<file path="src/rtl/tholin_xbus_ctrl.sv">
// rtl/tholin_xbus_ctrl.sv - two-port round-robin sequencer for a multiplexed 16-bit latched-address bus
// Every bus pin is a flop; outputs for a state are loaded on the edge that enters it.
module tholin_xbus_ctrl #(
  parameter int WAIT_STATES = 1
) (
  input  logic        wb_clk_i,
  input  logic        wb_rst_i,
  input  logic [1:0]  req_i,
  input  logic [31:0] addr0_i,
  input  logic [31:0] addr1_i,
  input  logic [1:0]  we_i,
  input  logic [3:0]  be0_i,
  input  logic [3:0]  be1_i,
  input  logic [31:0] wdata1_i,
  output logic [1:0]  ack_o,
  output logic [31:0] rdata_o,
  output logic [15:0] bus_out,
  input  logic [15:0] bus_in,
  output logic        le_lo,
  output logic        le_hi,
  output logic        bus_dir,
  output logic        OEb,
  output logic        WEb_lo,
  output logic        WEb_hi
);

  typedef enum logic [2:0] {
    IDLE, ALH, ALL, RD, WR, HOLD, TURN, DONE
  } state_t;

  localparam logic [2:0] WS = 3'(WAIT_STATES);

  state_t      state;
  logic        last_grant;
  logic        grant_q;
  logic [31:2] addr_q;
  logic [3:0]  be_q;
  logic [31:0] wdata_q;
  logic        we_q;
  logic        half_q;
  logic        h1_q;
  logic [2:0]  cnt;
  logic [15:0] hi_reg;
  logic        hi_valid;

  logic        pick;
  logic [31:0] sel_addr;
  logic [3:0]  sel_be;
  logic        sel_h0;
  logic        sel_h1;
  logic        sel_hit;
  logic        unused_ok;

  // Address bits [1:0] and port 0's write enable have no effect on the bus.
  assign unused_ok = ^{addr0_i[1:0], addr1_i[1:0], we_i[0]};

  always_comb begin
    pick = req_i[1];
    if (req_i == 2'b11) pick = ~last_grant;
  end

  assign sel_addr = pick ? addr1_i : addr0_i;
  assign sel_be   = pick ? be1_i : be0_i;
  assign sel_h0   = |sel_be[1:0];
  assign sel_h1   = |sel_be[3:2];
  assign sel_hit  = hi_valid && (sel_addr[31:16] == hi_reg);

  always_ff @(posedge wb_clk_i) begin
    if (wb_rst_i) begin
      state      <= IDLE;
      bus_out    <= 16'h0000;
      le_lo      <= 1'b0;
      le_hi      <= 1'b0;
      bus_dir    <= 1'b1;
      OEb        <= 1'b1;
      WEb_lo     <= 1'b1;
      WEb_hi     <= 1'b1;
      ack_o      <= 2'b00;
      rdata_o    <= 32'h0000_0000;
      hi_valid   <= 1'b0;
      hi_reg     <= 16'h0000;
      last_grant <= 1'b1;
      grant_q    <= 1'b0;
      addr_q     <= '0;
      be_q       <= 4'h0;
      wdata_q    <= 32'h0000_0000;
      we_q       <= 1'b0;
      half_q     <= 1'b0;
      h1_q       <= 1'b0;
      cnt        <= 3'd0;
    end else begin
      le_lo   <= 1'b0;
      le_hi   <= 1'b0;
      bus_dir <= 1'b1;
      OEb     <= 1'b1;
      WEb_lo  <= 1'b1;
      WEb_hi  <= 1'b1;
      ack_o   <= 2'b00;
      case (state)
        IDLE: begin
          if (|req_i) begin
            grant_q    <= pick;
            last_grant <= pick;
            addr_q     <= sel_addr[31:2];
            be_q       <= sel_be;
            wdata_q    <= wdata1_i;
            we_q       <= pick & we_i[1];
            half_q     <= ~sel_h0;
            h1_q       <= sel_h1;
            rdata_o    <= 32'h0000_0000;
            if (!sel_h0 && !sel_h1) begin
              state <= DONE;
              ack_o <= pick ? 2'b10 : 2'b01;
            end else if (!sel_hit) begin
              state   <= ALH;
              bus_dir <= 1'b0;
              bus_out <= sel_addr[31:16];
              le_hi   <= 1'b1;
            end else begin
              state   <= ALL;
              bus_dir <= 1'b0;
              bus_out <= {sel_addr[15:2], ~sel_h0, 1'b0};
              le_lo   <= 1'b1;
            end
          end
        end
        ALH: begin
          hi_reg   <= addr_q[31:16];
          hi_valid <= 1'b1;
          state    <= ALL;
          bus_dir  <= 1'b0;
          bus_out  <= {addr_q[15:2], half_q, 1'b0};
          le_lo    <= 1'b1;
        end
        ALL: begin
          cnt <= 3'd0;
          if (we_q) begin
            state   <= WR;
            bus_dir <= 1'b0;
            bus_out <= half_q ? wdata_q[31:16] : wdata_q[15:0];
            WEb_lo  <= ~(half_q ? be_q[2] : be_q[0]);
            WEb_hi  <= ~(half_q ? be_q[3] : be_q[1]);
          end else begin
            state <= RD;
            OEb   <= 1'b0;
          end
        end
        RD: begin
          if (cnt == WS) begin
            if (half_q) rdata_o[31:16] <= bus_in;
            else        rdata_o[15:0]  <= bus_in;
            state <= TURN;
          end else begin
            cnt <= cnt + 3'd1;
            OEb <= 1'b0;
          end
        end
        WR: begin
          bus_dir <= 1'b0;
          if (cnt == WS) begin
            state <= HOLD;
          end else begin
            cnt    <= cnt + 3'd1;
            WEb_lo <= ~(half_q ? be_q[2] : be_q[0]);
            WEb_hi <= ~(half_q ? be_q[3] : be_q[1]);
          end
        end
        HOLD, TURN: begin
          if (!half_q && h1_q) begin
            half_q  <= 1'b1;
            state   <= ALL;
            bus_dir <= 1'b0;
            bus_out <= {addr_q[15:2], 2'b10};
            le_lo   <= 1'b1;
          end else begin
            state <= DONE;
            ack_o <= grant_q ? 2'b10 : 2'b01;
          end
        end
        DONE: state <= IDLE;
        default: state <= IDLE;
      endcase
    end
  end

endmodule

</file>
<file path="config.mk">
export PLATFORM = sky130hd
export DESIGN_NAME = tholin_xbus_ctrl
export DESIGN_NICKNAME = d
export VERILOG_FILES = /design/src/rtl/tholin_xbus_ctrl.sv
export SDC_FILE = /design/constraint.sdc
export NUM_CORES = 1
export LEC_CHECK = 0
export BUFFER_PORTS_ARGS = -buffer_cell sky130_fd_sc_hd__buf_2
export CAP_MARGIN = 0
export CELL_PAD_IN_SITES_DETAIL_PLACEMENT = 1
export CELL_PAD_IN_SITES_GLOBAL_PLACEMENT = 1
export CORE_MARGIN = 10
export CORE_UTILIZATION = 39
export DETAILED_ROUTE_END_ITERATION = 10
export PLACE_DENSITY = 0.92
export SYNTH_ARGS = -nofsm -noshare
export SYNTH_HDL_FRONTEND = slang
export SYNTH_SLANG_ARGS = --single-unit
</file>
<file path="constraint.sdc">
create_clock -name wb_clk_i -period 2.4 [get_ports wb_clk_i]
set_input_delay 0.24 -clock wb_clk_i [delete_from_list [all_inputs] [get_ports wb_clk_i]]
set_output_delay 0.24 -clock wb_clk_i [all_outputs]
set_load 0.05 [all_outputs]
</file>
==> qor.yml, run 1 <==
drc: 0
port_buffers: 176
r2r-start: "last_grant"
grt_pass1_vias: 8024
ys_seq_area_share_pct: 42.2
drt-total-wl_um: 27700
comb_power_share_pct: 37.7
r2r-end: "bus_out[13]"
synth_seq_cells: 150
dieArea_mm2: 0.0241
wl_per_cell_um: 21.4
relSlewSlack_pct: 50.9
std_cell_rows: 49
crit_path_max_fanout: 41
pwr-share-seq_pct: 33.6
crit_path_start_kind: "register"
die_x_um: 155
reg2reg_depth: 8
layout_commonest_cell: "buf_2"
path_buf_inv: 2
syn_area_mm2: 0.00712
yosysWarnings: 0
ant_nets: 0
dp_hpwl_um: 18300
path_common_cell: "buf_12"
clk_latency_ns: 0.45
clock_power_share_pct: 28.7
cp-end-kind: "register"
layout.nets: 1178
setup_viol: 0
ctsLongestPathBuffers: 2
place_congestion: 0.872
crit_family: "multiplexers"
ioPinCount: 182
dpl_cell_area_mm2: 0.00836
tns_ns: 0
gr-total-overflow: 0
fin_crit_sh_pct: 95.5
cts_tree: "yes"
reg2reg_slack_ns: 0.11
finalCriticalPeriod_ns: 2.29
power.switching_mw: 4.25
drive_above_1_share_pct: 25.9
start_util_pct: 39.6
yosys_most_used_dff: "dfxtp_1"
die_h_um: 155
hold_ws_ns: 0.0279
maxSlewViolCount: 0
swShare_pct: 42.4
power.density_mw_per_mm2: 1110
ys_types: 60
drt_iter0_markers: 611
core_mm2: 0.0180
syn2layout_area_growth_pct: 26.2
vias: 7550
antenna_found_initial: 0
hp-class: "primary input to register"
worstHoldStart: "wdata1_i[8]"
multi_input_area_mm2: 0.00379
reg_top3: "rdata_o (32), wdata_q (32), addr_q (30)"
seqCellArea_mm2: 0.00300
firstDrtPassIters: 5
clock_sinks: 150
path_class: "register to register"
cap_viol_max_count: 0
grt_max_degree: 117
setup_ws_ns: 0.108
n_antenna_cell: 0
htreeDepth: 4
post-place-ws_ns: 0.0382
required_ns: 2.75
max_freq_mhz: 436
clk_pin_slew_worst_paths_ns: 0.08
cts_root_buffer: "clkbuf_16"
slowest_delay_ns: 0.37
synth_edf_count: 0
holdPathEnd: "wdata_q[8]"
grtUsageTotal_pct: 22.4
p_int_mw: 5.77
layout_common_cells: "buf_2 (175), nand2_1 (155), dfxtp_1 (150)"
rsz0062_at_grt: "no"
viasPerCell: 5.84
holdPathStages: 3
finalHoldViolCount: 0
worstMarginPinSlew_ns: 0.737
netlist_instances: 887
grt_pass1_wl_um: 43500
cts_made_buffers: 17
final_area_mm2: 0.00899
fin_skew_ns: 0.0134
ir_worst_vdd_mv: 0.752
worstPathCellList: "a21boi_4 -> buf_12 -> mux2i_2 -> nor2_1 -> a2111oi_4 -> nand4b_2 -> buf_12 -> mux2i_1"
worstPathArrival_ns: 2.64
async_flop_share_pct: 0
n_fill_cell: 2203
cp_slowest_cell: "dfxtp_1"
synth_area_per_cell_um2: 8.03
outcome: "complete, no violations"
syn_nets: 1015
leakagePower_nw: 3.81
kinds of logic (layout without fill, tap and decap cells):
family	count (synthesis)	after routing	synth area share [%]
adder cells (fa/ha/maj)	2	2	0.351
flip-flops	150	150	42.2
XOR/XNOR	8	8	0.984
AO/OA/AOI/OAI	244	244	22.1
AND/OR/NAND/NOR	335	335	20.3
multiplexers	61	61	8.89
buffers and inverters	87	263	5.18
through the flow:
| stage | std cells | util (%) | power, mW |
|---|---|---|---|
| floorplan | 887 | - | 5.79 |
| global placement | 1260 | 46.5 | 6.81 |
| detailed placement | 1260 | 46.5 | 7.01 |
| CTS | 1292 | 50.0 | 9.99 |
| global route | 1292 | 50.1 | 10.5 |
| finish | 1292 | 50.1 | 10.0 |
metal layers:
metal / vias to the layer above / global-route usage, % / share of wire, %
li1: 3476 / - / -
met1: 3674 / 24.9 / 38
met2: 332 / 38.9 / 51
met3: 68 / 6.70 / 7.7
met4: 0 / 9.22 / 3.3
met5: - / 0 / 0
what timing repair did:
item,CTS,global route
hold endpoints to repair,0,0
resized for setup,2,3
buffers inserted,0,0
hold buffers,0,0
endpoints found under the setup margin,10,5
cloned,0,0
power by group through the flow:
| stage | Combinational (mW) | Sequential [mW] | Clock (mW) |
|---|---|---|---|
| 2_1_floorplan | 1.97 | 3.82 | 0 |
| 3_3_place_gp | 3.49 | 3.32 | 0 |
| 3_5_place_dp | 3.65 | 3.36 | 0 |
| 4_1_cts | 3.74 | 3.35 | 2.90 |
| 5_1_grt | 4.07 | 3.41 | 3.01 |
| 6_report | 3.78 | 3.36 | 2.87 |
cells in the mapped netlist (2+ instances only):
library cell,count,share of area [%]
nand2_1,155,8.2
dfxtp_1,150,42
a21oi_1,104,7.3
nor2_1,92,4.8
clkbuf_1,45,2.4
mux2i_1,45,6.3
nand3_1,42,3.0
a211oi_1,30,3.2
o22ai_1,30,2.6
inv_1,18,0.95
a22oi_1,16,1.7
buf_2,16,1.1
mux2_2,15,2.4
o21ai_0,11,0.77
nor3_1,9,0.63
nor2b_1,8,0.70
nand2b_1,6,0.53
nand3b_1,6,0.63
o2111ai_1,6,0.74
a311oi_1,5,0.61
o211ai_1,5,0.53
o21ai_1,5,0.35
a31oi_1,4,0.35
o221ai_1,4,0.49
xnor2_1,4,0.49
xor2_1,4,0.49
a21o_1,3,0.32
a222oi_1,3,0.42
buf_1,3,0.16
buf_6,3,0.47
nor3b_1,3,0.32
nor4_1,3,0.26
a221oi_1,2,0.25
and2_1,2,0.18
clkinv_1,2,0.11
ha_1,2,0.35
nor3_2,2,0.28
or2_2,2,0.18
tightest hold or removal path, cell delays in order:
cell and delay, ns:
buf_2 0.09, nand2_1 0.05, a21oi_1 0.05
cell type report:
cell class,instances,share of cell area (%)
timing repair buffer,211,13.6
inverter,20,0.835
tap,229,3.19
sequential,150,33.4
clock buffer,18,4.77
multi-input combinational,650,42.2
clock inverter,14,2.03
worst max-delay path by stage:
stage,start,to,slack (ns),cells past startpoint
floorplan,last_grant,state[0],0.52,8
global placement,state[0],bus_out[13],0.14,6
detailed placement,req_i[1],state[0],0.04,9
CTS,last_grant,bus_out[13],0.08,8
global route,last_grant,bus_out[13],0.006,8
finish,last_grant,bus_out[13],0.11,8
No activity file was read; power rests on OpenSTA's default activity.
==> run 2: changes to the inputs <==
--- a/config.mk
+++ b/config.mk
@@ -10,9 +10,9 @@
 export CELL_PAD_IN_SITES_DETAIL_PLACEMENT = 1
 export CELL_PAD_IN_SITES_GLOBAL_PLACEMENT = 1
 export CORE_MARGIN = 10
-export CORE_UTILIZATION = 39
+export CORE_UTILIZATION = 42
 export DETAILED_ROUTE_END_ITERATION = 10
-export PLACE_DENSITY = 0.92
+export PLACE_DENSITY = 0.95
 export SYNTH_ARGS = -nofsm -noshare
 export SYNTH_HDL_FRONTEND = slang
 export SYNTH_SLANG_ARGS = --single-unit
==> constraint.sdc (replaced) <==
create_clock -name wb_clk_i -period 2.8 [get_ports wb_clk_i]
set_input_delay 0.28 -clock wb_clk_i [delete_from_list [all_inputs] [get_ports wb_clk_i]]
set_output_delay 0.28 -clock wb_clk_i [all_outputs]
set_load 0.05 [all_outputs]
==> run 2 against run 1 <==
Worst hold slack better by 0.048 ns. Critical path depth is 1 lower. Combinational power is 18% lower. Sequential share of layout area is 0.60 points higher. Final area is 1.8% lower. Routed wire length is 3.9% lower. Worst setup slack better by 0.21 ns. Total power is 18% lower. Clock skew is 0.0023 ns lower. Via count is 1.1% lower. Critical endpoint is now bus_out[0]. Largest cell class unchanged. Largest power group unchanged.
==> qor.yml, run 2 (synthesized netlist as in run 1, its figures left out) <==
outcome: "complete, no violations"
tns_ns: 0
drc: 0
syn2layout_area_growth_pct: 24.0
crit_family: "compound AO/OA/AOI/OAI gates"
cts_made_buffers: 17
port_buffers: 176
cp_slowest_cell: "a21boi_4"
die_x_um: 150
fin_skew_ns: 0.0111
ctsLongestPathBuffers: 2
rsz0062_at_grt: "no"
dp_hpwl_um: 18300
cap_viol_max_count: 0
cp-end-kind: "register"
clk_latency_ns: 0.44
hp-class: "primary input to register"
ctsResizeCount: 0
crit_path_start_kind: "register"
postCtsSetupBuffers: 0
grtUsageTotal_pct: 22.9
reg_top3: "rdata_o (32), wdata_q (32), addr_q (30)"
layout_commonest_cell: "buf_2"
drive_above_1_share_pct: 25.3
grt_pass1_wl_um: 41500
start_util_pct: 42.9
path_class: "register to register"
cts_root_buffer: "clkbuf_16"
die_h_um: 150
finalCriticalPeriod_ns: 2.48
maxSlewViolCount: 0
grt_pass1_vias: 7927
clock_sinks: 150
worstMarginPinSlew_ns: 0.912
clk_pin_slew_worst_paths_ns: 0.07
vias: 7464
place_congestion: 0.881
ir_worst_vdd_mv: 0.663
fin_crit_sh_pct: 88.6
slowest_delay_ns: 0.59
reg2reg_slack_ns: 0.32
worstPathCellList: "a21boi_4 -> mux2i_1 -> o221ai_1 -> nor3_1 -> nand4b_2 -> buf_12 -> a31o_1"
wl_per_cell_um: 20.8
htreeDepth: 4
viasPerCell: 5.83
drt_iter0_markers: 626
n_fill_cell: 2056
max_freq_mhz: 403
crit_path_max_fanout: 20
firstDrtPassIters: 8
seqCellArea_mm2: 0.00300
power.total_mw: 8.20
worstPathArrival_ns: 2.80
power.density_mw_per_mm2: 928
hold_buffers: 0
std_cell_rows: 47
dieArea_mm2: 0.0226
setup_viol: 0
gr-total-overflow: 0
layout.nets: 1174
cts_tree: "yes"
required_ns: 3.12
ioPinCount: 182
grt_max_degree: 84
relSlewSlack_pct: 39.2
layout_common_cells: "buf_2 (175), nand2_1 (155), dfxtp_1 (150)"
multi_input_area_mm2: 0.00377
ant_nets: 0
finalHoldViolCount: 0
leakagePower_nw: 3.74
path_buf_inv: 1
core_mm2: 0.0166
antenna_found_initial: 0
drt-total-wl_um: 26600
run 2: cell count changes in the layout (fill, tap and decap cells not counted), sizes merged:
cell	delta
buf	-4
bufinv	-2
clkinvlp	+2
clkbuf	-1
clkinv	+1
diode	+1
run 2: worst reg2reg max path, delay by kind of cell (launching register included):
kind                   cells  cell delay, ns
AND/OR/NAND/NOR            2            0.46
flip-flops                 1            0.35
AO/OA/AOI/OAI              3            1.00
multiplexers               1            0.36
buffers and inverters      1            0.21
run 2: worst paths after layout:
check        cells after the start        start          end
max                              7   last_grant   bus_out[0]
min                              3  wdata1_i[7]   wdata_q[7]
max reg2reg                      7   last_grant   bus_out[0]
min reg2reg                      2  wdata_q[30]  wdata_q[30]
run 2: final cells by class:
type / instances / area share, %
Clock inverter: 15 / 1.57
Multi-Input combinational cell: 650 / 42.7
Clock buffer: 17 / 4.82
Inverter: 20 / 0.850
Tap cell: 220 / 3.12
Timing Repair Buffer: 207 / 12.9
Sequential cell: 150 / 34.0
Antenna cell: 1 / 0.0283
run 2: power by group:
| group | switching [mW] | internal [mW] | leakage, nW |
|---|---|---|---|
| combinational | 2.13 | 0.967 | 2.23 |
| clock | 1.05 | 1.17 | 0.271 |
| sequential | 0.327 | 2.56 | 1.23 |
run 2: per-stage QoR:
| stage | utilization, % | area (um2) | hold slack [ns] | setup slack, ns | instances |
|---|---|---|---|---|---|
| after global routing | 53.3 | 8830 | 0.0751 | 0.188 | 1279 |
| after floorplan | - | 7120 | 0.416 | 0.924 | 887 |
| final | 53.3 | 8830 | 0.0761 | 0.320 | 1280 |
| after global placement | 49.8 | 8270 | 0.436 | 0.344 | 1247 |
| after CTS | 53.3 | 8830 | 0.0663 | 0.295 | 1279 |
| after detailed placement | 49.8 | 8270 | 0.446 | 0.278 | 1247 |
run 2: per-layer routing:
layer,GRT usage [%],part of all wire (%),vias to the layer above
met5,0,0,-
met4,9.09,3.0,0
met3,6.30,7.2,56
met2,40.5,50,285
met1,25.4,40,3664
li1,-,-,3459
